$ cat src/rtl/alu_pkg.sv
// ---------------------------------------------------------------------------
// alu_pkg
// Shared definitions for the two-stage ALU pipeline.
//   - alu_op_e : the operation selected by the decoder and held in stage 1
//   - INS_*    : bit positions of the packed control word ins[6:0]
//                  [6] opb5, [5] funct7b5, [4:2] funct3, [1:0] ALUOp
//   - decode_funct3 : the ALUOp=10 decode, shared so that the ALUOp=11
//                     fallback is guaranteed to match it
// Optional feature macro: ALU_MUL_EN (see alu_pipe_dec / alu_pipe).
// ---------------------------------------------------------------------------
package alu_pkg;

  typedef enum logic [3:0] {
    ALU_ADD,
    ALU_SUB,
    ALU_SLL,
    ALU_SLT,
    ALU_SLTU,
    ALU_XOR,
    ALU_SRL,
    ALU_SRA,
    ALU_OR,
    ALU_AND,
    ALU_MUL
  } alu_op_e;

  localparam int INS_W         = 7;
  localparam int INS_OPB5      = 6;
  localparam int INS_F7B5      = 5;
  localparam int INS_F3_MSB    = 4;
  localparam int INS_F3_LSB    = 2;
  localparam int INS_ALUOP_MSB = 1;
  localparam int INS_ALUOP_LSB = 0;

  localparam logic [1:0] ALUOP_ADD   = 2'b00;
  localparam logic [1:0] ALUOP_SUB   = 2'b01;
  localparam logic [1:0] ALUOP_FUNCT = 2'b10;
  localparam logic [1:0] ALUOP_EXT   = 2'b11;

  localparam logic [2:0] F3_ADDSUB = 3'b000;
  localparam logic [2:0] F3_SLL    = 3'b001;
  localparam logic [2:0] F3_SLT    = 3'b010;
  localparam logic [2:0] F3_SLTU   = 3'b011;
  localparam logic [2:0] F3_XOR    = 3'b100;
  localparam logic [2:0] F3_SR     = 3'b101;
  localparam logic [2:0] F3_OR     = 3'b110;
  localparam logic [2:0] F3_AND    = 3'b111;

  // Subtract needs both opb5 and funct7b5: an immediate form (opb5=0) with
  // funct7b5 set is still an add. Shifts only look at funct7b5.
  function automatic alu_op_e decode_funct3(input logic [2:0] funct3,
                                            input logic       funct7b5,
                                            input logic       opb5);
    alu_op_e op;
    op = ALU_ADD;
    case (funct3)
      F3_ADDSUB: op = (opb5 & funct7b5) ? ALU_SUB : ALU_ADD;
      F3_SLL:    op = ALU_SLL;
      F3_SLT:    op = ALU_SLT;
      F3_SLTU:   op = ALU_SLTU;
      F3_XOR:    op = ALU_XOR;
      F3_SR:     op = funct7b5 ? ALU_SRA : ALU_SRL;
      F3_OR:     op = ALU_OR;
      F3_AND:    op = ALU_AND;
      default:   op = ALU_ADD;
    endcase
    return op;
  endfunction

endpackage

$ cat src/rtl/alu_pipe_dec.sv
// ---------------------------------------------------------------------------
// alu_pipe_dec
// Combinational decode of the packed control word into an alu_op_e.
// Every ins value maps to a defined operation.
// Optional feature: ALU_MUL_EN -- when defined ALUOp=11 selects multiply,
// otherwise ALUOp=11 decodes exactly like ALUOp=10.
// Ports:
//   ins  in   [6:0]    {opb5, funct7b5, funct3[2:0], ALUOp[1:0]}
//   op   out  alu_op_e selected operation
// ---------------------------------------------------------------------------
module alu_pipe_dec
  import alu_pkg::*;
(
  input  logic [INS_W-1:0] ins,
  output alu_op_e          op
);

  logic [1:0] w_aluop;
  logic [2:0] w_funct3;
  logic       w_funct7b5;
  logic       w_opb5;
  alu_op_e    w_funct_op;

  assign w_aluop    = ins[INS_ALUOP_MSB:INS_ALUOP_LSB];
  assign w_funct3   = ins[INS_F3_MSB:INS_F3_LSB];
  assign w_funct7b5 = ins[INS_F7B5];
  assign w_opb5     = ins[INS_OPB5];
  assign w_funct_op = decode_funct3(w_funct3, w_funct7b5, w_opb5);

  always_comb begin
    op = ALU_ADD;
    case (w_aluop)
      ALUOP_ADD:   op = ALU_ADD;
      ALUOP_SUB:   op = ALU_SUB;
      ALUOP_FUNCT: op = w_funct_op;
`ifdef ALU_MUL_EN
      ALUOP_EXT:   op = ALU_MUL;
`else
      ALUOP_EXT:   op = w_funct_op;
`endif
      default:     op = ALU_ADD;
    endcase
  end

endmodule

$ cat src/rtl/alu_pipe.sv
// ---------------------------------------------------------------------------
// alu_pipe
// Two-stage pipelined integer ALU with valid/ready handshakes on both sides.
//   S1 registers the decoded operation and both operands.
//   S2 registers result, zero flag and sign flag.
// An op transferred in on one edge is presented on the output after the
// following edge; one op per cycle sustained with out_ready high.
// Optional feature: ALU_MUL_EN -- adds a low-half multiplier on ALUOp=11.
// Ports:
//   clk        in   sole clock, rising edge
//   reset      in   synchronous active-high reset, highest priority
//   flush      in   discard everything in flight (and the op offered now)
//   in_valid   in   op offered
//   in_ready   out  op will be accepted this cycle
//   ins        in   [6:0] packed control (see alu_pkg)
//   src_a      in   [XLEN-1:0] operand A
//   src_b      in   [XLEN-1:0] operand B
//   out_valid  out  result presented
//   out_ready  in   consumer takes result this cycle
//   result     out  [XLEN-1:0] registered result
//   zero       out  registered result == 0
//   sign       out  registered result[XLEN-1]
// ---------------------------------------------------------------------------
module alu_pipe
  import alu_pkg::*;
#(
  parameter int XLEN = 32,
  parameter int SHW  = $clog2(XLEN)
) (
  input  logic             clk,
  input  logic             reset,
  input  logic             flush,
  input  logic             in_valid,
  output logic             in_ready,
  input  logic [INS_W-1:0] ins,
  input  logic [XLEN-1:0]  src_a,
  input  logic [XLEN-1:0]  src_b,
  output logic             out_valid,
  input  logic             out_ready,
  output logic [XLEN-1:0]  result,
  output logic             zero,
  output logic             sign
);

  // -------------------------------------------------------------------------
  // Decode
  // -------------------------------------------------------------------------
  alu_op_e w_dec_op;

  alu_pipe_dec u_dec (
    .ins (ins),
    .op  (w_dec_op)
  );

  // -------------------------------------------------------------------------
  // Stage registers
  // -------------------------------------------------------------------------
  logic            r_s1_valid;
  alu_op_e         r_s1_op;
  logic [XLEN-1:0] r_s1_a;
  logic [XLEN-1:0] r_s1_b;

  logic            r_out_valid;
  logic [XLEN-1:0] r_result;
  logic            r_zero;
  logic            r_sign;

  // -------------------------------------------------------------------------
  // Handshake control
  // S2 may load whenever it is empty or being drained this cycle; S1 moves
  // into S2 on the same condition, so S1 can refill whenever it is empty or
  // moving. in_ready deliberately ignores in_valid.
  // -------------------------------------------------------------------------
  logic w_s2_adv;
  logic w_accept;

  assign w_s2_adv = ~r_out_valid | out_ready;
  assign in_ready = ~r_s1_valid | w_s2_adv;
  assign w_accept = in_valid & in_ready;

  // -------------------------------------------------------------------------
  // Datapath (operates on S1 contents)
  // -------------------------------------------------------------------------
  logic [SHW-1:0]  w_shamt;
  logic [XLEN-1:0] w_sum;
  logic [XLEN-1:0] w_diff;
  logic [XLEN-1:0] w_sll;
  logic [XLEN-1:0] w_srl;
  logic [XLEN-1:0] w_sra;
  logic [XLEN-1:0] w_slt;
  logic [XLEN-1:0] w_sltu;
`ifdef ALU_MUL_EN
  logic [XLEN-1:0] w_mul;
`endif
  logic [XLEN-1:0] w_alu_res;
  logic            w_alu_zero;

  // Only the low SHW bits of B form the shift amount; higher bits are ignored.
  assign w_shamt = r_s1_b[SHW-1:0];
  assign w_sum   = r_s1_a + r_s1_b;
  assign w_diff  = r_s1_a - r_s1_b;
  assign w_sll   = r_s1_a << w_shamt;
  assign w_srl   = r_s1_a >> w_shamt;
  assign w_sra   = $signed(r_s1_a) >>> w_shamt;
  assign w_slt   = {{(XLEN-1){1'b0}}, ($signed(r_s1_a) < $signed(r_s1_b))};
  assign w_sltu  = {{(XLEN-1){1'b0}}, (r_s1_a < r_s1_b)};
`ifdef ALU_MUL_EN
  // Low half of the product is identical for signed and unsigned operands.
  assign w_mul   = r_s1_a * r_s1_b;
`endif

  always_comb begin
    w_alu_res = w_sum;
    case (r_s1_op)
      ALU_ADD:  w_alu_res = w_sum;
      ALU_SUB:  w_alu_res = w_diff;
      ALU_SLL:  w_alu_res = w_sll;
      ALU_SLT:  w_alu_res = w_slt;
      ALU_SLTU: w_alu_res = w_sltu;
      ALU_XOR:  w_alu_res = r_s1_a ^ r_s1_b;
      ALU_SRL:  w_alu_res = w_srl;
      ALU_SRA:  w_alu_res = w_sra;
      ALU_OR:   w_alu_res = r_s1_a | r_s1_b;
      ALU_AND:  w_alu_res = r_s1_a & r_s1_b;
`ifdef ALU_MUL_EN
      ALU_MUL:  w_alu_res = w_mul;
`endif
      default:  w_alu_res = w_sum;
    endcase
  end

  assign w_alu_zero = (w_alu_res == '0);

  // -------------------------------------------------------------------------
  // Pipeline state
  // Reset beats flush, flush beats handshakes. A flush still lets a result
  // that is being taken this cycle count as consumed: out_valid simply drops
  // and the held result/flags stay put, so nothing stale reappears.
  // -------------------------------------------------------------------------
  always_ff @(posedge clk) begin
    if (reset) begin
      r_s1_valid  <= 1'b0;
      r_s1_op     <= ALU_ADD;
      r_s1_a      <= '0;
      r_s1_b      <= '0;
      r_out_valid <= 1'b0;
      r_result    <= '0;
      r_zero      <= 1'b0;
      r_sign      <= 1'b0;
    end else if (flush) begin
      r_s1_valid  <= 1'b0;
      r_out_valid <= 1'b0;
    end else begin
      if (w_s2_adv) begin
        r_out_valid <= r_s1_valid;
        // Leave the output registers untouched on a bubble so the last
        // result is not overwritten with garbage from an empty S1.
        if (r_s1_valid) begin
          r_result <= w_alu_res;
          r_zero   <= w_alu_zero;
          r_sign   <= w_alu_res[XLEN-1];
        end
      end

      if (w_accept) begin
        r_s1_valid <= 1'b1;
        r_s1_op    <= w_dec_op;
        r_s1_a     <= src_a;
        r_s1_b     <= src_b;
      end else if (w_s2_adv) begin
        r_s1_valid <= 1'b0;
      end
    end
  end

  assign out_valid = r_out_valid;
  assign result    = r_result;
  assign zero      = r_zero;
  assign sign      = r_sign;

endmodule

$ cat config.mk
export PLATFORM = sky130hd
export DESIGN_NAME = alu_pipe
export DESIGN_NICKNAME = d
export VERILOG_FILES = /design/src/rtl/alu_pkg.sv /design/src/rtl/alu_pipe_dec.sv /design/src/rtl/alu_pipe.sv
export SDC_FILE = /design/constraint.sdc
export NUM_CORES = 1
export LEC_CHECK = 0
export CORE_MARGIN = 2
export CORE_UTILIZATION = 45
export CTS_BUF_LIST = sky130_fd_sc_hd__clkbuf_4 sky130_fd_sc_hd__clkbuf_8
export CTS_CLUSTER_SIZE = 12
export DETAILED_ROUTE_END_ITERATION = 8
export MAX_ROUTING_LAYER = met4
export REMOVE_ABC_BUFFERS = 1
export SLEW_MARGIN = 20
export SYNTH_ARGS = -nofsm -noshare
export SYNTH_HDL_FRONTEND = slang
export SYNTH_SLANG_ARGS = --single-unit
$ cat constraint.sdc
create_clock -name clk -period 12.4 [get_ports clk]
set_clock_uncertainty 0.05 [all_clocks]
set_input_delay 2.48 -clock clk [delete_from_list [all_inputs] [get_ports clk]]
set_output_delay 2.48 -clock clk [all_outputs]
set_load 0.03 [all_outputs]
; Word-level counts from Yosys, hierarchy flattened
; Cells that the tools add are included.
[totals]
ff_bits = 104
latchBits = 0
ram_bits = 0
mem_bits_ro = 0
input_bits = 76
out_inout_bits = 36
elab_cells = 59
mem_count = 0
[op_classes]
add_sub_neg = 2
n_mul = 0
div_mod_pow = 0
magnitude_cmp = 2
eq_ne = 19
n_shift = 3
n_mux = 7
bitwise_logic = 10
n_reduce_logical = 8
[op_table]
columns = cell, count
row1 = 32-bit case mux with 9 select lines, 1
row2 = 32-bit less-than comparator, 2
row3 = 32-bit adder, 1
row4 = 32-bit AND, 1
row5 = 32-bit zero test, 1
row6 = 32-bit bitwise OR, 1
row7 = 4-bit case mux with 8 select lines, 1
row8 = 32-bit by 5-bit << shifter with 32-bit output, 1
row9 = 32-bit by 5-bit >> shifter with 32-bit output, 1
row10 = 32-bit by 5-bit >>> shifter with 32-bit output, 1
row11 = 32-bit subtractor, 1
row12 = 32-bit XOR, 1
row13 = "4-bit by 3-bit equality test with 1-bit output, second input constant", 4
row14 = "3-bit equality test, second input constant", 4
row15 = 4-bit case mux with 3 select lines, 1
row16 = "4-bit by 2-bit equality test with 1-bit output, second input constant", 2
row17 = "4-bit equality test, second input constant", 2
row18 = "3-bit by 2-bit equality test with 1-bit output, second input constant", 2
row19 = "2-bit equality test, second input constant", 2
row20 = "4-bit by 1-bit equality test with 1-bit output, second input constant", 1
row21 = 1-bit two-way mux, 4
row22 = 2-bit OR reduction, 2
row23 = "3-bit by 1-bit equality test with 1-bit output, second input constant", 1
row24 = 3-bit zero test, 1
row25 = other kinds (8), 12

; Depth between registers and ports, before layout
[logic_depth]
ltp_word = 5
depth_mapped = 19
ltp_nobuf = 15

; Hierarchy
; A second synthesis with hierarchy kept.
[unflattened]
hier_cells = 1883
area_unflattened_um2 = 13877.1
[by_module_without_submodules]
columns = mod, n_inst, cells_each, area_per_inst_um2, seq_area_each_um2
row1 = alu_pipe, 1, 1867, 13764.5, 2062.0
row2 = alu_pipe_dec, 1, 16, 112.6, 0.0

; Worst setup path after synthesis
; OpenSTA, ideal clock, no wires.
[synth_timing]
path_type = input to output
startpoint = in out_ready
endpoint = out in_ready
arrival_time_ps = 2943
t_required_ps = 9870
slack_ps = 6927
cell_stages = 2
path_buffers = 0
path_cell_list = nor2b_1 -> nand2_1
[synth_via]
elab_chain_cells = 2
[synth_rtl]
columns = element, line
row1 = "start, declared", alu_pipe.sv:39  ; input logic out_ready,
row2 = 1-bit bitwise OR, alu_pipe.sv:77  ; assign w_s2_adv = ~r_out_valid | out_ready;
row3 = 1-bit bitwise OR, alu_pipe.sv:78  ; assign in_ready = ~r_s1_valid | w_s2_adv;
row4 = "end, declared", alu_pipe.sv:34  ; output logic in_ready,
; No other way between the ends.

; Worst setup path in the final report
; Same ends and word-level chain as after synthesis.

==> out/results.ini <==
[floorplan]
die-area_sq_um = 32600
core_sq_um = 30600
die_h_um = 180
die_w_um = 180
num_io_pins = 112
rows = 64
initial_core_util_pct = 45.8

[detailed_routing]
num_vias = 15900
drc = 0
routed_wl_mm = 63.7
wl_per_cell_um = 27.7
vias_per_cell = 6.92
drtIter0Drc = 2265
drtAntennaViolNets = 0
dr.pass1.iters = 7

[pwr]
p_int_mw = 0.615
p_seq_share_pct = 33.9
pwr-share-comb_pct = 45.7
vdd_ir_drop_max_mv = 0.0702
p_sw_mw = 0.477
power_per_cell_area_nw_per_um2 = 70.9
p_clk_share_pct = 20.4
p_leak_nw = 5.36
switching_share_pct = 43.7

[job]
drv_cap = 0

[timing]
min_period_ps = 6460
fin_tns_setup_ps = 0
hold_viol = 0
post-route-period-util_pct = 52.1
max_freq_mhz = 155
slew_headroom_pct = 22.2
worst_pin_slew_ps = 1160
rsz0062_at_grt = no
setup_violations = 0
finalMaxSlewViolations = 0
worst_slack_ps = 5940
whs_ps = 411

[logic_synthesis]
async_reset_ff_share_pct = 0
synth_edf_count = 0
synth_area_sq_um = 14000
synth_seq_cells = 103
synth_top_area_share_pct = 14.7
synth.area.top_cells = dfxtp_1 (15%), mux4_2 (8.7%), ha_1 (8.7%), nand2_1 (7.3%), a21oi_1 (6.4%)
synth_common_cells = nand2_1 (274), a21oi_1 (178), nor2_1 (162)
ys.flop_type = dfxtp_1
seq_area_frac_synth_pct = 14.7
synth.largest_area_cell = dfxtp_1
yosysWarnings = 0
ys_types = 93
syn_area_per_cell_sq_um = 7.35
synthCells = 1905
yosysMostFrequentCell = nand2_1

[cts]
numClockSinks = 103
cts_max_level = 3
numCtsBuffers = 9
clkLatencyLatePin_ps = 440
clockBufferDepth = 2
clk_transition_reported_paths_ps = 90
cts_root_buf = clkbuf_8
cts_tree = done
post-cts-setup-buffer-count = 0
hold_buffers = 0
cts_resized = 0

[global_routing]
grt-ovfl-total = 0
grt_antenna_before_repair = 4
grt_pass1_vias = 14500
track_usage_pct = 39.1
grt_max_degree = 69
grt_pass1_wl_mm = 94.4

[setup_path]
endpoint_kind = output pin
slowest_stage = clkdlybuf4s50_1
start_kind = primary input
arrival_ps = 3930
worstPathCellList = clkdlybuf4s50_1 > nor2b_1 > nand2_1 > clkdlybuf4s50_1
cp_common_cell = clkdlybuf4s50_1
max_stage_delay_ps = 610
worstPathRequired_ps = 9870
worstPathMaxFanout = 5
crit_type = in2out

[min_path]
holdCritPathClass = reg2reg

[placed_design]
place_inst = 2276
portBuffers = 111
dpl_worst_slack_ps = 5940
gp_congestion = 1.09
placed_area_sq_um = 15200
hpwl_mm = 47.1

[final_layout]
final_cells = 2295
nNetsFinal = 2066
fin_area_sq_um = 15400
drive_above_1_share_pct = 8.91
area_delta_synth_final_pct = 9.87

[outcome]
status = finished clean

==> cell type report <==
type / count / area, sq um
Antenna cell: 3 / 7.51
Clock buffer: 12 / 159
Clock inverter: 4 / 30.0
Fill cell: 3109 / 15200
Inverter: 100 / 375
Multi-Input combinational cell: 1523 / 10800
Sequential cell: 103 / 2070
Tap cell: 396 / 495
Timing Repair Buffer: 154 / 1430
==> sequential cells by signal, indices dropped and copies added, names as in the netlist <==
| signal | count |
|---|---|
| r_s1_a | 32 |
| out_valid | 1 |
| r_s1_valid | 1 |
| result | 32 |
| r_s1_op | 4 |
| zero | 1 |
| r_s1_b | 32 |
==> cell families (layout without fill, tap and decap cells) <==
kind of cell               Yosys count  in the layout  synth area share, %
adders and majority gates           99             99                 8.95
buffers and inverters              279            270                 8.34
muxes                              152            152                 16.8
DFF                                103            103                 14.7
AOI/OAI and AO/OA                  580            580                 27.4
and+or+nand+nor                    677            677                 22.9
xor gates and xnor gates            15             15                0.938
other                                0              3                    0
==> worst paths after layout <==
check	start	end	slack, ps	cells past startpoint
worst max register to register	r_s1_b[1]	zero	6740	13
worst min register to register	result[6]	result[6]	410	2
worst min-delay path	result[6]	result[6]	410	2
worst max-delay path	out_ready	in_ready	5940	4
==> power groups by stage <==
stage          Sequential [mW]  Clock [mW]  Combinational (mW)
2_1_floorplan            0.390           0               0.285
3_3_place_gp             0.376           0               0.478
3_5_place_dp             0.376           0               0.480
4_1_cts                  0.369       0.229               0.482
5_1_grt                  0.372       0.238               0.529
6_report                 0.370       0.223               0.499
==> stage by stage <==
step | util, % | total power, mW
finish | 50.3 | 1.09
global route | 50.3 | 1.14
CTS | 50.2 | 1.08
detailed placement | 49.6 | 0.857
global placement | 49.6 | 0.854
floorplan | - | 0.675
==> cell usage in the layout, fill, tap and decap left out, drive strengths merged, types with 16 or more instances in the layout <==
cell type        n
o21ai           95
a221oi          16
nand2          274
mux2i           70
nor4            16
mux2            20
a21oi          178
mux4            62
ha              97
inv             98
nor2           162
o22ai           19
buf             44
o211ai          45
dfxtp          103
clkdlybuf4s50  110
nor3            44
a31oi           18
nand2b          19
nand3           32
a211oi          40
nor2b           22
nand4           17
==> worst max-delay path, delay by kind of cell <==
kind | cells | cell delay [ps]
and+or+nand+nor | 2 | 450
buffers and inverters | 2 | 1010
==> metal layers <==
layer / vias to the layer above / GRT usage, % / wire [um]
met3: 166 / 7.90 / 6920
met2: 1030 / 57.1 / 27400
li1: 6983 / - / -
met4: 0 / 13.9 / 2550
met1: 7710 / 53.6 / 26800
met5: - / - / 0
(Power assumes the default switching activity.)
